$ cat src/rtl/hex_pkg.sv
// Shared constants for the Intel-HEX load sequencer: FSM encodings, fail causes,
// ASCII codes and a hex-digit classifier used by the record tracker.
package hex_pkg;

   localparam logic [2:0] ST_IDLE = 3'd0;
   localparam logic [2:0] ST_RSTC = 3'd1;
   localparam logic [2:0] ST_WAIT = 3'd2;
   localparam logic [2:0] ST_FEED = 3'd3;
   localparam logic [2:0] ST_GAP  = 3'd4;
   localparam logic [2:0] ST_DONE = 3'd5;
   localparam logic [2:0] ST_FAIL = 3'd6;

   localparam logic [1:0] CAUSE_NONE  = 2'd0;
   localparam logic [1:0] CAUSE_CSUM  = 2'd1;
   localparam logic [1:0] CAUSE_TMO   = 2'd2;
   localparam logic [1:0] CAUSE_ABORT = 2'd3;

   localparam logic [7:0] ASC_COLON = 8'h3A;
   localparam logic [7:0] ASC_ZERO  = 8'h30;
   localparam logic [7:0] ASC_ONE   = 8'h31;

   function automatic logic isHexDigit(input logic [7:0] c);
      return ((c >= 8'h30) && (c <= 8'h39)) ||
             ((c >= 8'h41) && (c <= 8'h46)) ||
             ((c >= 8'h61) && (c <= 8'h66));
   endfunction

endpackage

$ cat src/rtl/hex_rec_trk.sv
// Follows the character stream fed to the converter: counts records, indexes hex
// digits within the current record and flags when an EOF record has been fully fed.
module hex_rec_trk
   import hex_pkg::*;
(
   input  logic        clk_i,
   input  logic        rst_ni,
   input  logic        clear_i,
   input  logic        feed_i,
   input  logic [7:0]  char_i,
   output logic [15:0] recCnt_o,
   output logic        eofDone_o
);

   logic [3:0]  idx_q, idx_d;
   logic        d7Zero_q, d7Zero_d;
   logic        isEof_q, isEof_d;
   logic        eofDone_q, eofDone_d;
   logic [15:0] recCnt_q, recCnt_d;

   // Digit index is 1-based after ':'; type digits are 7..8, last checksum digit is 10.
   always_comb begin
      idx_d     = idx_q;
      d7Zero_d  = d7Zero_q;
      isEof_d   = isEof_q;
      eofDone_d = eofDone_q;
      recCnt_d  = recCnt_q;
      if (clear_i) begin
         idx_d     = '0;
         d7Zero_d  = 1'b0;
         isEof_d   = 1'b0;
         eofDone_d = 1'b0;
         recCnt_d  = '0;
      end else if (feed_i) begin
         if (char_i == ASC_COLON) begin
            idx_d     = '0;
            d7Zero_d  = 1'b0;
            isEof_d   = 1'b0;
            eofDone_d = 1'b0;
            if (recCnt_q != 16'hFFFF) recCnt_d = recCnt_q + 16'd1;
         end else if (isHexDigit(char_i)) begin
            if (idx_q != 4'd15) idx_d = idx_q + 4'd1;
            case (idx_d)
               4'd7:    d7Zero_d = (char_i == ASC_ZERO);
               4'd8:    isEof_d  = d7Zero_q && (char_i == ASC_ONE);
               4'd10:   if (isEof_q) eofDone_d = 1'b1;
               default: ;
            endcase
         end
      end
   end

   always_ff @(posedge clk_i or negedge rst_ni) begin
      if (!rst_ni) begin
         idx_q     <= '0;
         d7Zero_q  <= 1'b0;
         isEof_q   <= 1'b0;
         eofDone_q <= 1'b0;
         recCnt_q  <= '0;
      end else begin
         idx_q     <= idx_d;
         d7Zero_q  <= d7Zero_d;
         isEof_q   <= isEof_d;
         eofDone_q <= eofDone_d;
         recCnt_q  <= recCnt_d;
      end
   end

   assign recCnt_o  = recCnt_q;
   assign eofDone_o = eofDone_q;

endmodule

$ cat src/rtl/hex_load_ctrl.sv
// Load sequencer: paces RX characters into the HEXBIN converter, detects end of file,
// times out stalled loads and arbitrates the program-RAM write port with the host.
module hex_load_ctrl
   import hex_pkg::*;
#(
   parameter int CHAR_GAP = 2,
   parameter int TMO_CYC  = 1000000,
   parameter int AW       = 16,
   parameter int DW       = 8
) (
   input  logic          CLK,
   input  logic          CLR,
   input  logic          START,
   input  logic          ABORT,
   input  logic [7:0]    RX_DAT,
   input  logic          RX_VLD,
   output logic          RX_RDY,
   output logic          H2B_RST,
   output logic          H2B_EN,
   output logic [7:0]    H2B_DI,
   input  logic          H2B_WE,
   input  logic [AW-1:0] H2B_AB,
   input  logic [DW-1:0] H2B_DB,
   input  logic          H2B_ERR,
   input  logic          HOST_REQ,
   input  logic [AW-1:0] HOST_AB,
   input  logic [DW-1:0] HOST_DB,
   output logic          HOST_GNT,
   output logic          MEM_WE,
   output logic [AW-1:0] MEM_AB,
   output logic [DW-1:0] MEM_DB,
   output logic          BUSY,
   output logic          DONE,
   output logic [1:0]    CAUSE,
   output logic [15:0]   WR_CNT,
   output logic [15:0]   REC_CNT
);

   localparam int GAP_LAST = (CHAR_GAP > 1) ? CHAR_GAP - 1 : 0;
   localparam int GW       = (GAP_LAST < 2) ? 1 : $clog2(GAP_LAST + 1);
   localparam int TMO_LAST = (TMO_CYC > 1) ? TMO_CYC - 1 : 0;
   localparam int TW       = (TMO_LAST < 2) ? 1 : $clog2(TMO_LAST + 1);

   logic [2:0]    state_q, state_d;
   logic [1:0]    cause_q, cause_d;
   logic [7:0]    h2bDi_q, h2bDi_d;
   logic [GW-1:0] gapCnt_q, gapCnt_d;
   logic [TW-1:0] tmoCnt_q, tmoCnt_d;
   logic [15:0]   wrCnt_q, wrCnt_d;
   logic          busy;
   logic          trkClear;
   logic          eofDone;

   assign busy = (state_q == ST_RSTC) || (state_q == ST_WAIT) ||
                 (state_q == ST_FEED) || (state_q == ST_GAP);

   // Abort beats converter error, which beats the normal flow including timeout.
   always_comb begin
      state_d  = state_q;
      cause_d  = cause_q;
      h2bDi_d  = h2bDi_q;
      gapCnt_d = gapCnt_q;
      tmoCnt_d = tmoCnt_q;
      wrCnt_d  = wrCnt_q;
      trkClear = 1'b0;
      if (busy && H2B_WE && (wrCnt_q != 16'hFFFF)) wrCnt_d = wrCnt_q + 16'd1;
      if (!busy) begin
         if (START) begin
            state_d  = ST_RSTC;
            cause_d  = CAUSE_NONE;
            wrCnt_d  = '0;
            tmoCnt_d = '0;
            trkClear = 1'b1;
         end
      end else if (ABORT) begin
         state_d = ST_FAIL;
         cause_d = CAUSE_ABORT;
      end else if (H2B_ERR) begin
         state_d = ST_FAIL;
         cause_d = CAUSE_CSUM;
      end else begin
         case (state_q)
            ST_RSTC: state_d = ST_WAIT;
            ST_WAIT: begin
               if (RX_VLD) begin
                  h2bDi_d  = RX_DAT;
                  tmoCnt_d = '0;
                  state_d  = ST_FEED;
               end else if (tmoCnt_q == TW'(TMO_LAST)) begin
                  state_d = ST_FAIL;
                  cause_d = CAUSE_TMO;
               end else begin
                  tmoCnt_d = tmoCnt_q + 1'b1;
               end
            end
            ST_FEED: begin
               gapCnt_d = '0;
               state_d  = ST_GAP;
            end
            ST_GAP: begin
               if (gapCnt_q == GW'(GAP_LAST)) state_d = eofDone ? ST_DONE : ST_WAIT;
               else gapCnt_d = gapCnt_q + 1'b1;
            end
            default: ;
         endcase
      end
   end

   always_ff @(posedge CLK or negedge CLR) begin
      if (!CLR) begin
         state_q  <= ST_IDLE;
         cause_q  <= CAUSE_NONE;
         h2bDi_q  <= '0;
         gapCnt_q <= '0;
         tmoCnt_q <= '0;
         wrCnt_q  <= '0;
      end else begin
         state_q  <= state_d;
         cause_q  <= cause_d;
         h2bDi_q  <= h2bDi_d;
         gapCnt_q <= gapCnt_d;
         tmoCnt_q <= tmoCnt_d;
         wrCnt_q  <= wrCnt_d;
      end
   end

   hex_rec_trk u_trk (
      .clk_i     (CLK),
      .rst_ni    (CLR),
      .clear_i   (trkClear),
      .feed_i    (state_q == ST_FEED),
      .char_i    (h2bDi_q),
      .recCnt_o  (REC_CNT),
      .eofDone_o (eofDone)
   );

   // Write port is a pure mux so neither requester sees extra latency; gated by CLR
   // so the memory is quiet while reset is held.
   always_comb begin
      MEM_WE   = 1'b0;
      MEM_AB   = '0;
      MEM_DB   = '0;
      HOST_GNT = 1'b0;
      if (CLR) begin
         if (H2B_WE) begin
            MEM_WE = 1'b1;
            MEM_AB = H2B_AB;
            MEM_DB = H2B_DB;
         end else if (HOST_REQ) begin
            MEM_WE   = 1'b1;
            MEM_AB   = HOST_AB;
            MEM_DB   = HOST_DB;
            HOST_GNT = 1'b1;
         end
      end
   end

   assign RX_RDY  = (state_q == ST_WAIT);
   assign H2B_RST = (state_q == ST_RSTC);
   assign H2B_EN  = (state_q == ST_FEED);
   assign H2B_DI  = h2bDi_q;
   assign BUSY    = busy;
   assign DONE    = (state_q == ST_DONE);
   assign CAUSE   = cause_q;
   assign WR_CNT  = wrCnt_q;

endmodule
$ cat config.mk
export PLATFORM = sky130hd
export DESIGN_NAME = hex_load_ctrl
export DESIGN_NICKNAME = d
export VERILOG_FILES = /design/src/rtl/hex_pkg.sv /design/src/rtl/hex_rec_trk.sv /design/src/rtl/hex_load_ctrl.sv
export SDC_FILE = /design/constraint.sdc
export NUM_CORES = 1
export LEC_CHECK = 0
export BUFFER_PORTS_ARGS = -buffer_cell sky130_fd_sc_hd__buf_2
export CAP_MARGIN = 20
export CORE_AREA = 2 2 113 82
export CTS_BUF_LIST = sky130_fd_sc_hd__clkbuf_2 sky130_fd_sc_hd__clkbuf_4 sky130_fd_sc_hd__clkbuf_8
export DETAILED_ROUTE_END_ITERATION = 10
export DIE_AREA = 0 0 115 84
export PLACE_DENSITY = 0.86
export SYNTH_ARGS = -nofsm -noshare
export SYNTH_HDL_FRONTEND = slang
export SYNTH_SLANG_ARGS = --single-unit
$ cat constraint.sdc
create_clock -name CLK -period 2.9 [get_ports CLK]
set_clock_uncertainty 0.1 [all_clocks]
set_input_delay 0.58 -clock CLK [delete_from_list [all_inputs] [get_ports CLK]]
set_output_delay 0.58 -clock CLK [all_outputs]
set_load 0.05 [all_outputs]
; Word-level counts from Yosys, hierarchy flattened
; Cells that the tools add are included.
[word_totals]
regBits = 73
rom_bits = 0
latch_bits = 0
memories = 0
mem_bits_rw = 0
out_inout_bits = 73
word_cells = 150
[classes]
n_shift = 0
muxes = 70
n_eq_ne = 25
bitwise = 2
addsub = 5
magnitude_cmp = 6
reduce_logical = 31
mul = 0
div_mod_pow = 0
[ops]
columns = op, count
row1 = 16-bit two-way mux, 10
row2 = 20-bit two-way mux, 7
row3 = 4-bit two-way mux, 9
row4 = 16-bit by 1-bit adder with 16-bit output (second input constant), 2
row5 = 16-bit != test (second input constant), 2
row6 = 8-bit by 6-bit equality test with 1-bit output (second input constant), 3
row7 = 1-bit two-way mux, 24
row8 = 3-bit two-way mux, 8
row9 = 8-bit two-way mux, 3
row10 = 20-bit by 1-bit adder with 20-bit output (second input constant), 1
row11 = 20-bit equality test (second input constant), 1
row12 = 8-bit by 7-bit greater-or-equal comparator with 1-bit output (second input constant), 2
row13 = 8-bit by 7-bit less-or-equal comparator with 1-bit output (second input constant), 2
row14 = 4-bit AND reduction, 4
row15 = 3-bit nonzero test, 5
row16 = 2-bit two-way mux, 7
row17 = 4-bit != test (second input constant), 3
row18 = 3-bit one-hot mux with 4 select lines, 1
row19 = 5-bit AND reduction, 2
row20 = 2-bit nonzero test, 5
row21 = 3-bit AND reduction, 3
row22 = 4-bit equality test (second input constant), 2
row23 = 8-bit by 6-bit greater-or-equal comparator with 1-bit output (second input constant), 1
row24 = 8-bit by 6-bit less-or-equal comparator with 1-bit output (second input constant), 1
row25 = 17 further kinds, 31

; Longest topological paths before layout
; Gate-level depths: netlist of run 1.
[depth]
word_depth = 14
depth_mapped = 8

; Cells and area by module
; Synthesis of run 1 repeated with hierarchy kept, for this count alone.
[hier_totals]
hier_cells = 481
hier_area_um2 = 4581.9
[by_module_without_submodules]
columns = mod, seq_area_each_um2, area_per_inst_um2, cells_each, instances
row1 = hex_load_ctrl, 1251.2, 3104.2, 331, 1
row2 = hex_rec_trk, 575.6, 1477.7, 150, 1

; Worst setup path before layout of run 1
; No wires, ideal clock.
[synth_timing]
path_type = input to output
start = input port H2B_WE
end = output port MEM_AB[10]
path_slack_ns = 0.056
stages = 4
path_buffers = 2
arrival_ns = 2.164
t_required_ns = 2.220
path_cell_list = and3b_1 > clkbuf_1 > clkbuf_1 > a22o_1
[synth_between]
elab_chain_cells = 2
[synth_rtl]
columns = item, line_no
row1 = start: declaration, hex_load_ctrl.sv:21  ; input logic H2B_WE,
row2 = 16-bit two-way mux, hex_load_ctrl.sv:145  ; if (H2B_WE) begin
row3 = 16-bit two-way mux, hex_load_ctrl.sv:144  ; if (CLR) begin
row4 = end: declaration, hex_load_ctrl.sv:30  ; output logic [AW-1:0] MEM_AB,
; No other way between the ends.

; Worst setup path after layout of run 1
[layout_timing]
start = register h2bDi_q[6] (netlist: H2B_DI[6])
end = register u_trk.recCnt_q[15] (netlist: u_trk.recCnt_o[15])
[layout_between]
elab_chain_cells = 3
[layout_rtl]
columns = item, line_no
row1 = start: declaration, hex_load_ctrl.sv:46  ; logic [7:0] h2bDi_q, h2bDi_d;
row2 = start signal: assignment, hex_load_ctrl.sv:120  ; h2bDi_q <= h2bDi_d;
row3 = 8-bit by 6-bit equality test with 1-bit output, hex_rec_trk.sv:35  ; if (char_i == ASC_COLON) begin
row4 = 2-bit nonzero test (no source line), n/a
row5 = 3-bit AND reduction (no source line), n/a
row6 = end signal: assignment, hex_rec_trk.sv:65  ; recCnt_q <= recCnt_d;
row7 = end: declaration, hex_rec_trk.sv:19  ; logic [15:0] recCnt_q, recCnt_d;
; No other way between the ends.
; A chain may end at the register's enable or synchronous reset.

==> out/qor.yml, run 1 <==
status:
  status: "finished, final reports clean"
route:
  wl_per_cell_um: 17.0
  drt_wl_total_um: 12500
  vias: 4548
  first_pass_iters: 5
  drt_iter0_markers: 306
  via_per_inst: 6.20
  drc_errors: 0
  ant_nets: 0
worst_hold_path:
  holdCritPathClass: "input port to flop"
  worstHoldStart: "RX_DAT[0]"
yosys:
  syn-num-nets: 557
  synth_flop_cell: "dfrtp_1"
  synth_seq_cells: 73
  syn_inst: 489
  async_reset_ff_frac: 1.00
  ys_types: 66
  netlist_area_um2: 4500
  ys_warn_count: 0
  synth_edf_count: 0
  avgSynthCellArea_um2: 9.21
  synth_seq_area_share: 0.406
final_layout:
  stdcell_count: 734
  diodes: 0
  drive_gt1_frac: 0.292
  final_nets: 689
  area_growth_pct: 22.6
clock_network:
  cts-root-buf: "clkbuf_8"
  ctsHoldBuffers: 0
  cts_tree: "done"
  ctsLongestPathBuffers: 2
  clk_pin_slew_ns: 0.08
  numCtsBuffers: 9
  clkSinkCount: 73
  htree_levels: 3
  cts-resized-gates: 0
  post_cts_buffers: 0
  insertion_delay_ns: 0.35
die:
  die_h_um: 84
  dieWidth_um: 115
  dieArea_um2: 9660
  core_area_um2: 8710
  start_util: 0.517
  pin_count: 137
  core.rowCount: 29
timing:
  setup_viol: 0
  tns_ns: 0
  max_freq_mhz: 380
  rsz0062_at_grt: "no"
  hold_viol: 0
  relSlewSlack: 0.396
  final_max_slew_viol_count: 0
  min_period_over_period: 0.907
  worst_pin_slew_ns: 0.906
  period_needed_ns: 2.63
power_and_ir_drop:
  peakVddDrop_uv: 549
  powerDensity_nw_per_um2: 776
  p_comb_frac: 0.460
  swShare: 0.458
  netSwitchingPower_mw: 1.96
  cellLeakagePower_nw: 2.55
  internal_power_mw: 2.32
  p_seq_frac: 0.329
  clkPwrFrac: 0.211
global_route:
  grt_pass1_vias: 4184
  antenna_found_initial: 0
  grt_pass1_wl_um: 19800
  overflow: 0
  grt_use_met2: 0.422
  met1_usage: 0.336
  grt_usage: 0.255
  grt_use_met3: 0.0552
  grt_max_degree: 74
  grt.busiest_layer: "met2"
place:
  io_buffers: 136
  dpl.hpwl_um: 9320
  place.gp.congestion: 0.883
  dpl.cell_count: 718
setup_path:
  worstPathRequired_ns: 3.08
  cp_max_fo: 14
  worst_ep_arrival_time_ns: 2.81
  r2r_start: "H2B_DI[6]$_DFFE_PN0P_"
  critPathKind: "flop to flop"
  critPathLaunchType: "flop"
  setup.worst_path.start: "H2B_DI[6]$_DFFE_PN0P_"
  end_kind: "flop"
job:
  drv_cap: 0
[synth_stat cells, types with 5 or more instances]
master	n	area, um^2
dfrtp_1	73	1830
nor2_1	36	135
a21oi_1	31	155
nand2_1	29	109
a22o_1	26	228
o21ai_0	25	125
clkbuf_1	19	71.3
nand3_1	19	95.1
nand4_1	14	87.6
or3_1	14	87.6
inv_1	12	45.0
nor3_1	12	60.1
mux2_2	11	124
xnor2_1	11	96.3
o31ai_1	10	75.1
and3_1	9	56.3
nor4_1	9	56.3
a31oi_1	7	43.8
nand2b_1	7	43.8
o211ai_1	7	52.6
and4_1	6	52.6
buf_2	5	25.0
mux2i_1	5	50.1
o311ai_0	5	43.8
o31a_1	5	43.8
xor2_1	5	43.8
[critical path, stage by stage (launching register included)]
cell,delay [ns]
dfrtp_1,0.41
or4bb_1,0.60
nor3_2,0.33
o2111ai_2,0.36
or4_1,0.60
a21oi_1,0.15
[through the flow]
| step | power, mW | instance area [um^2] | setup slack [ns] | utilization | hold WS, ns |
|---|---|---|---|---|---|
| 3_3_place_gp | 3.31 | 5290 | 0.435 | 0.608 | 0.374 |
| 2_1_floorplan | 2.86 | 4500 | 0.0563 | - | 0.184 |
| 6_report | 4.28 | 5520 | 0.269 | 0.634 | 0.349 |
| 5_1_grt | 4.52 | 5520 | 0.144 | 0.634 | 0.344 |
| 4_1_cts | 4.29 | 5520 | 0.283 | 0.634 | 0.342 |
| 3_5_place_dp | 3.38 | 5290 | 0.302 | 0.608 | 0.415 |
[power groups by stage]
stage,sequential (mW),combinational [mW],clock (mW)
after global placement,1.40,1.90,0
after global routing,1.44,2.12,0.964
after floorplan,1.72,1.14,0
final,1.41,1.97,0.905
after detailed placement,1.42,1.96,0
after CTS,1.40,1.97,0.923
[layout make-up]
class                           instances  area (um^2)
Fill cell                             712         3190
Multi-Input combinational cell        377         2510
Clock inverter                          6         90.1
Inverter                               12         45.0
Clock buffer                           10          138
Tap cell                              108          135
Timing Repair Buffer                  148          771
Sequential cell                        73         1830
[cell usage in the layout, fill, tap and decap left out, types with 4 or more instances in the layout]
| master | Yosys | final |
|---|---|---|
| or4_1 | 4 | 4 |
| buf_2 | 5 | 136 |
| a2111oi_0 | 4 | 4 |
| o31ai_1 | 10 | 10 |
| nand3_1 | 19 | 19 |
| and3_1 | 9 | 9 |
| nand4_1 | 14 | 14 |
| o311ai_0 | 5 | 5 |
| a31oi_1 | 7 | 7 |
| a21oi_1 | 31 | 31 |
| nor4_1 | 9 | 9 |
| a21o_1 | 4 | 4 |
| clkbuf_8 | 0 | 10 |
| dfrtp_1 | 73 | 73 |
| inv_1 | 12 | 12 |
| and2_1 | 4 | 4 |
| nand2b_1 | 7 | 7 |
| a22o_1 | 26 | 26 |
| or3_1 | 14 | 14 |
| nand2_1 | 29 | 29 |
| and3b_1 | 4 | 4 |
| mux2i_1 | 5 | 5 |
| ha_1 | 4 | 4 |
| o21ai_0 | 25 | 25 |
| buf_4 | 0 | 12 |
| mux2_2 | 11 | 11 |
| o31a_1 | 5 | 5 |
| xnor2_1 | 11 | 11 |
| xor2_1 | 5 | 5 |
| and4_1 | 6 | 6 |
| o211ai_1 | 7 | 7 |
| nor2_1 | 36 | 36 |
| nor3_1 | 12 | 12 |
| o21a_1 | 4 | 4 |
[kinds of logic after synthesis]
logic type	share of synthesized area
AOI/OAI and AO/OA	0.240
xor gates and xnor gates	0.0311
adders and majority gates	0.0111
buffers and inverters	0.0356
DFF	0.406
muxes	0.0386
and+or+nand+nor	0.238
[layer usage]
layer,part of all wire,vias to the layer above
met4,0.019,0
met3,0.074,21
li1,-,2152
met5,0,-
met1,0.42,2170
met2,0.48,205
[registers in the layout (all words and copies together) (netlist names)]
register         cells
tmoCnt_q            20
WR_CNT              16
u_trk.recCnt_o      16
H2B_DI               8
u_trk.idx_q          4
state_q              3
CAUSE                2
gapCnt_q             1
u_trk.d7Zero_q       1
u_trk.eofDone_o      1
u_trk.isEof_q        1
[worst paths after layout]
kind | to | slack [ns] | cells after the start
worst max-delay path | u_trk.recCnt_o[15]$_DFFE_PN0P_ | 0.27 | 5
worst min-delay path | H2B_DI[0]$_DFFE_PN0P_ | 0.35 | 2
worst max register to register | u_trk.recCnt_o[15]$_DFFE_PN0P_ | 0.27 | 5
worst min register to register | u_trk.d7Zero_q$_DFFE_PN0P_ | 0.43 | 2
max in group asynchronous | CAUSE[1]$_DFFE_PN0P_ | 1.71 | 2
min in group asynchronous | tmoCnt_q[18]$_DFFE_PN0P_ | 0.40 | 2
No activity file was read; power rests on OpenSTA's default activity.
==> run 2, diff against run 1 <==
--- a/config.mk
+++ b/config.mk
@@ -5,12 +5,13 @@
 export SDC_FILE = /design/constraint.sdc
 export NUM_CORES = 1
 export LEC_CHECK = 0
+export ABC_AREA = 1
 export BUFFER_PORTS_ARGS = -buffer_cell sky130_fd_sc_hd__buf_2
 export CAP_MARGIN = 20
-export CORE_AREA = 2 2 113 82
+export CORE_AREA = 2 2 116 84
 export CTS_BUF_LIST = sky130_fd_sc_hd__clkbuf_2 sky130_fd_sc_hd__clkbuf_4 sky130_fd_sc_hd__clkbuf_8
 export DETAILED_ROUTE_END_ITERATION = 10
-export DIE_AREA = 0 0 115 84
+export DIE_AREA = 0 0 118 86
 export PLACE_DENSITY = 0.86
 export SYNTH_ARGS = -nofsm -noshare
 export SYNTH_HDL_FRONTEND = slang
==> out/qor.yml, run 2 <==
setup_path:
  end_kind: "primary output"
  critPathKind: "input port to primary output"
  cp_max_fo: 16  # +2
  setup.worst_path.start: "CLR"
  r2r_start: "WR_CNT[0]$_DFF_PN0_"
  timing.rr.end: "WR_CNT[14]$_DFF_PN0_"
  critPathLaunchType: "input port"
  r2r_slack_ns: 0.48  # +0.21 ns
  worst_ep_arrival_time_ns: 2.14  # -0.67 ns
  reg2reg_depth: 10  # +5
  worstPathRequired_ns: 2.22  # -0.86 ns
final_layout:
  fin_area_um2: 5870  # +6.4%
  top_register: "tmoCnt_q"
  layout_common_cells: "nand2_1, buf_2, nor2_1"
  area_growth_pct: 20.8
  largest_reg_flops: 20  # unchanged
  finish.utilization: 0.655  # +0.0215
  final_nets: 894  # +30%
  stdcell_count: 954  # +30%
  diodes: 0  # unchanged
  drive_gt1_frac: 0.225  # -0.0670
  layout_commonest_cell: "nand2_1"
yosys:
  synth_flop_cell: "dfrtp_1"
  synth_top_cell_by_area: "dfrtp_1"
  netlist_area_um2: 4860  # +8.0%
  avgSynthCellArea_um2: 7.01  # -24%
  synth_edf_count: 0  # unchanged
  syn-num-nets: 762  # +37%
  synth_most_common_cell: "nand2_1"
  ys_warn_count: 0  # unchanged
  synth_seq_cells: 73  # unchanged
  async_reset_ff_frac: 1.00  # unchanged
  yosys-top-cells-area: "dfrtp_1, nand2_1, nor2_1"
  synth_common_cells: "nand2_1, nor2_1, dfrtp_1"
  ys_types: 36  # -45%
  synth_seq_area_share: 0.376  # -0.0302
  syn_inst: 694  # +42%
  synth.top_cell.area_share: 0.376  # -0.0302
timing:
  max_freq_mhz: 354  # -6.7%
  hold_viol: 0  # unchanged
  relSlewSlack: 0.392  # -0.00374
  fin_ws_ns: 0.0785  # -0.190 ns
  setup_viol: 0  # unchanged
  worst_pin_slew_ns: 0.912  # +0.00560 ns
  final_max_slew_viol_count: 0  # unchanged
  min_period_over_period: 0.973  # +0.0656
  period_needed_ns: 2.82  # +0.190 ns
global_route:
  grt_pass1_vias: 4738  # +13%
  grt_usage: 0.269  # +0.0138
  grt_use_met2: 0.429  # +0.00672
  overflow: 0  # unchanged
  grt_pass1_wl_um: 22100  # +12%
  grt.busiest_layer: "met2"
  met1_usage: 0.365  # +0.0289
  antenna_found_initial: 0  # unchanged
  grt_max_degree: 60  # -19%
  grt_use_met3: 0.0565  # +0.00132
route:
  vias: 5206  # +14%
  drt_iter0_markers: 380  # +24%
  via_per_inst: 5.46  # -12%
  ant_nets: 0  # unchanged
  drt_wl_total_um: 13600  # +8.4%
  wl_per_cell_um: 14.2  # -17%
  drc_errors: 0  # unchanged
  first_pass_iters: 5  # unchanged
die:
  start_util: 0.543  # +0.0257
  dieArea_um2: 10100  # +5.1%
  core.rowCount: 29  # unchanged
  dieWidth_um: 118  # +2.6%
  pin_count: 137  # unchanged
  core_area_um2: 8960  # +2.9%
  die_h_um: 86  # +2.4%
power_and_ir_drop:
  netSwitchingPower_mw: 2.10  # +7.0%
  powerDensity_nw_per_um2: 713  # -8.1%
  peakVddDrop_uv: 712  # +30%
  cellLeakagePower_nw: 2.86  # +12%
  internal_power_mw: 2.09  # -10%
  clkPwrFrac: 0.193  # -0.018
  p_comb_frac: 0.483  # +0.023
  swShare: 0.501  # +0.0430
  p_seq_frac: 0.324  # -0.005
  power_mw: 4.19  # -2.2%
place:
  dpl_cell_area_um2: 5630  # +6.3%
  dp_slack_ns: 0.561  # +0.259 ns
  io_buffers: 136  # unchanged
  place.gp.congestion: 0.975  # +10%
  dpl.cell_count: 938  # +31%
  dpl.hpwl_um: 10200  # +9.7%
worst_hold_path:
  holdCritPathClass: "input port to flop"
  hold_path_depth: 2  # unchanged
  worstHoldEndpoint: "H2B_DI[5]$_DFFE_PN0P_"
  worstHoldStart: "RX_DAT[5]"
status:
  status: "finished, final reports clean"
job:
  drv_cap: 0  # unchanged
clock_network:
  clk_pin_slew_ns: 0.07  # about the same
  cts_tree: "done"
  clkSinkCount: 73  # unchanged
  post_cts_buffers: 0  # unchanged
  ctsLongestPathBuffers: 2  # unchanged
  numCtsBuffers: 9  # unchanged
  htree_levels: 3  # unchanged
  insertion_delay_ns: 0.37  # +0.02 ns
  cts-root-buf: "clkbuf_8"
[run 2: cell count changes in the layout (fill, tap and decap cells not counted), sizes merged, moves of 13 or more]
cell    previous run  this run
or3               14         0
a22o              26         0
nor2              36       101
clkbuf            10        24
inv               13        64
nand3             19        64
a32o               3        24
nand2             29       214
o21ai             26        40
a21oi             32        19
buf              148       130
[run 2: worst max-delay path, stage by stage]
cell and delay [ns]:
dlygate4sd3_1 0.54, buf_4 0.20, nand2_1 0.10, nor2_2 0.12, buf_6 0.18, a32o_1 0.15
buf_2 0.26
[run 2: logic make-up (layout without fill, tap and decap cells)]
group | after synthesis | in the layout | share of synthesized area
and+or+nand+nor | 415 | 415 | 0.368
buffers and inverters | 89 | 225 | 0.0787
AOI/OAI and AO/OA | 86 | 86 | 0.117
DFF | 73 | 73 | 0.376
xor gates and xnor gates | 23 | 23 | 0.0414
adders and majority gates | 4 | 4 | 0.0103
muxes | 4 | 4 | 0.00926
[run 2: final cells by class]
class / count / area, um^2
clock buffers: 10 / 138
clock inverters: 5 / 56.3
fillers: 790 / 3090
inverters: 65 / 246
multi-input cells: 532 / 2660
flip-flops and latches: 73 / 1830
well taps: 124 / 155
repair buffers: 145 / 796
[run 2: power groups by stage]
stage	logic, mW	clock network (mW)	registers [mW]
2_1_floorplan	1.23	0	1.70
3_3_place_gp	1.97	0	1.36
3_5_place_dp	2.01	0	1.37
4_1_cts	2.02	0.829	1.35
5_1_grt	2.20	0.868	1.39
6_report	2.02	0.808	1.36
[run 2: worst max path at each step]
| stage | slack [ns] | depth (start not counted) | to |
|---|---|---|---|
| floorplan | 0.24 | 5 | MEM_AB[10] |
| global placement | 0.65 | 8 | WR_CNT[4]$_DFF_PN0_ |
| detailed placement | 0.56 | 8 | WR_CNT[4]$_DFF_PN0_ |
| CTS | 0.005 | 7 | MEM_AB[2] |
| global route | -0.001 | 7 | MEM_AB[4] |
| finish | 0.08 | 7 | MEM_DB[6] |
[run 2: per-layer routing]
layer  wire length [um]  vias to the layer above
met4                248                        0
li1                   -                     2540
met2               6290                      218
met1               5970                     2416
met3               1050                       32
met5                  0                        -
[run 2: metrics by stage]
stage	hold slack [ns]	TNS (ns)
after floorplan	0.184	0
after global placement	0.309	0
after detailed placement	0.317	0
after CTS	0.334	0
after global routing	0.344	-0.00138
final	0.346	0
[run 2: what timing repair did]
action,CTS,global route
hold buffers,1,0
gates resized for setup,0,17
hold endpoints to repair,3,0
endpoints found under the setup margin,0,20
==> run 3, diff against run 2 <==
--- a/config.mk
+++ b/config.mk
@@ -13,6 +13,7 @@
 export DETAILED_ROUTE_END_ITERATION = 10
 export DIE_AREA = 0 0 118 86
 export PLACE_DENSITY = 0.86
+export RECOVER_POWER = 100
 export SYNTH_ARGS = -nofsm -noshare
 export SYNTH_HDL_FRONTEND = slang
 export SYNTH_SLANG_ARGS = --single-unit
==> out/qor.yml, run 3 (same netlist as run 2, synthesis figures left out) <==
setup_path:
  worstPathRequired_ns: 2.22  # about the same
  cp_num_cells: 7  # unchanged
  reg2reg_depth: 9  # -1
  crit_top_cell: "buf_4"
  cpMaxStageDelayCell: "dlygate4sd3_1"
  critPathLaunchType: "input port"
  critPathBufInv: 4  # unchanged
  critPathKind: "input port to primary output"
  end_kind: "primary output"
  cp_slowest_stage_delay_ns: 0.54  # about the same
  worst_ep_arrival_time_ns: 2.13  # about the same
  cp_cell_sequence: "dlygate4sd3_1, buf_4, nand2_1, nor2_2, buf_4, a32o_1, buf_2"
  cp_max_fo: 13  # -3
  cp_top_family: "buffers and inverters"
global_route:
  grt_usage: 0.269  # unchanged
  grt_pass1_wl_um: 22100  # unchanged
  grt.busiest_layer: "met2"
  grt_use_met2: 0.429  # unchanged
  met1_usage: 0.365  # unchanged
  overflow: 0  # unchanged
  antenna_found_initial: 0  # unchanged
  grt_pass1_vias: 4738  # unchanged
  grt_use_met3: 0.0565  # unchanged
  grt_max_degree: 60  # unchanged
timing:
  fin_ws_ns: 0.0880  # +0.00946 ns
  setup_viol: 0  # unchanged
  relSlewSlack: 0.0305  # -0.362
  worst_pin_slew_ns: 1.45  # +0.542 ns
  hold_viol: 0  # unchanged
  min_period_over_period: 0.970  # -0.00326
  max_freq_mhz: 356  # +0.34%
  final_max_slew_viol_count: 0  # unchanged
  period_needed_ns: 2.81  # -0.00946 ns
  tns_ns: 0  # unchanged
final_layout:
  largest_reg_flops: 20  # unchanged
  multi_input_area_um2: 2630  # -1.0%
  fillers: 830  # +5.1%
  area_growth_pct: 18.7
  drive_gt1_frac: 0.158  # -0.0675
  stdcell_count: 954  # unchanged
  ff_latch_area_um2: 1830  # unchanged
  layout_commonest_cell: "nand2_1"
  layout_common_cells: "nand2_1, nor2_1, dfrtp_1"
  final_nets: 894  # unchanged
  finish.utilization: 0.644  # -0.0112
  top_register: "tmoCnt_q"
  diodes: 0  # unchanged
power_and_ir_drop:
  peakVddDrop_uv: 708  # -0.46%
  p_comb_frac: 0.471  # -0.012
  cellLeakagePower_nw: 2.66  # -6.8%
  internal_power_mw: 2.02  # -3.2%
  clkPwrFrac: 0.198  # +0.005
  netSwitchingPower_mw: 2.08  # -1.1%
  swShare: 0.507  # +0.00544
  powerDensity_nw_per_um2: 710  # -0.49%
  p_seq_frac: 0.331  # +0.007
clock_network:
  clkSinkCount: 73  # unchanged
  post_cts_buffers: 0  # unchanged
  numCtsBuffers: 9  # unchanged
  ctsLongestPathBuffers: 2  # unchanged
  cts_tree: "done"
  htree_levels: 3  # unchanged
  clk_pin_slew_ns: 0.07  # about the same
  cts-root-buf: "clkbuf_8"
  insertion_delay_ns: 0.37  # about the same
die:
  pin_count: 137  # unchanged
  core_area_um2: 8960  # unchanged
  core.rowCount: 29  # unchanged
  dieArea_um2: 10100  # unchanged
  start_util: 0.543  # unchanged
  die_h_um: 86  # unchanged
  dieWidth_um: 118  # unchanged
worst_hold_path:
  holdCritPathClass: "input port to flop"
  hold_path_depth: 2  # unchanged
route:
  wl_per_cell_um: 14.2  # about the same
  drt_iter0_markers: 385  # +1.3%
  via_per_inst: 5.49  # +0.52%
  first_pass_iters: 7  # +2
  drt_wl_total_um: 13600  # about the same
  vias: 5233  # +0.52%
  ant_nets: 0  # unchanged
  drc_errors: 0  # unchanged
place:
  place.gp.congestion: 0.975  # unchanged
  dpl.cell_count: 938  # unchanged
  io_buffers: 136  # unchanged
  dpl.hpwl_um: 10200  # unchanged
  dp_slack_ns: 0.561  # unchanged
job:
  drv_cap: 0  # unchanged
status:
  status: "finished, final reports clean"
## run 3: cell types whose count changed in the layout (fill, tap and decap cells not counted), moves of 2 or more
cell	delta
buf_4	-3
clkbuf_1	+50
buf_2	-51
o21ai_0	+7
nor2_1	+2
o21ai_1	-7
nor2_2	-2
nand3_4	-2
clkbuf_2	+4
## run 3: final timing paths
kind / start / endpoint / slack [ns]
setup / recovery: CLR / MEM_AB[9] / 0.09
hold / removal: RX_DAT[5] / H2B_DI[5]$_DFFE_PN0P_ / 0.35
setup reg to reg: state_q[0]$_DFFE_PN0P_ / u_trk.recCnt_o[13]$_DFFE_PN0P_ / 0.26
hold reg to reg: u_trk.d7Zero_q$_DFFE_PN0P_ / u_trk.d7Zero_q$_DFFE_PN0P_ / 0.39
max in group asynchronous: CLR / H2B_DI[3]$_DFFE_PN0P_ / 0.58
min in group asynchronous: CLR / WR_CNT[3]$_DFF_PN0_ / 0.50
## run 3: power groups by stage
stage               clock (mW)  sequential [mW]  combinational (mW)
global placement             0             1.36                1.97
floorplan                    0             1.70                1.23
global route             0.868             1.39                2.10
finish                   0.813             1.36                1.93
detailed placement           0             1.37                2.01
CTS                      0.829             1.35                2.02
## run 3: layer usage
layer,vias up,wire length [um]
li1,2541,-
met2,219,6300
met5,-,0
met1,2446,6010
met4,0,231
met3,27,1010
## run 3: through the flow
stage                     power (mW)  hold WS [ns]  cell area, um^2
final                           4.10         0.345             5770
after global routing            4.36         0.344             5770
after CTS                       4.20         0.334             5830
after detailed placement        3.38         0.317             5630
after global placement          3.33         0.309             5630
after floorplan                 2.92         0.184             4860
## run 3: final cells by class
class / count / share of cell area
inverters: 65 / 0.0423
clock buffers: 10 / 0.0238
multi-input cells: 532 / 0.455
flip-flops and latches: 73 / 0.316
well taps: 124 / 0.0269
repair buffers: 145 / 0.126
clock inverters: 5 / 0.00975
## run 3: repair_timing
item,4_1_cts,5_1_grt
endpoints found under the hold margin,3,0
endpoints found under the setup margin,0,20
gates resized for setup,0,17
hold buffers,1,0
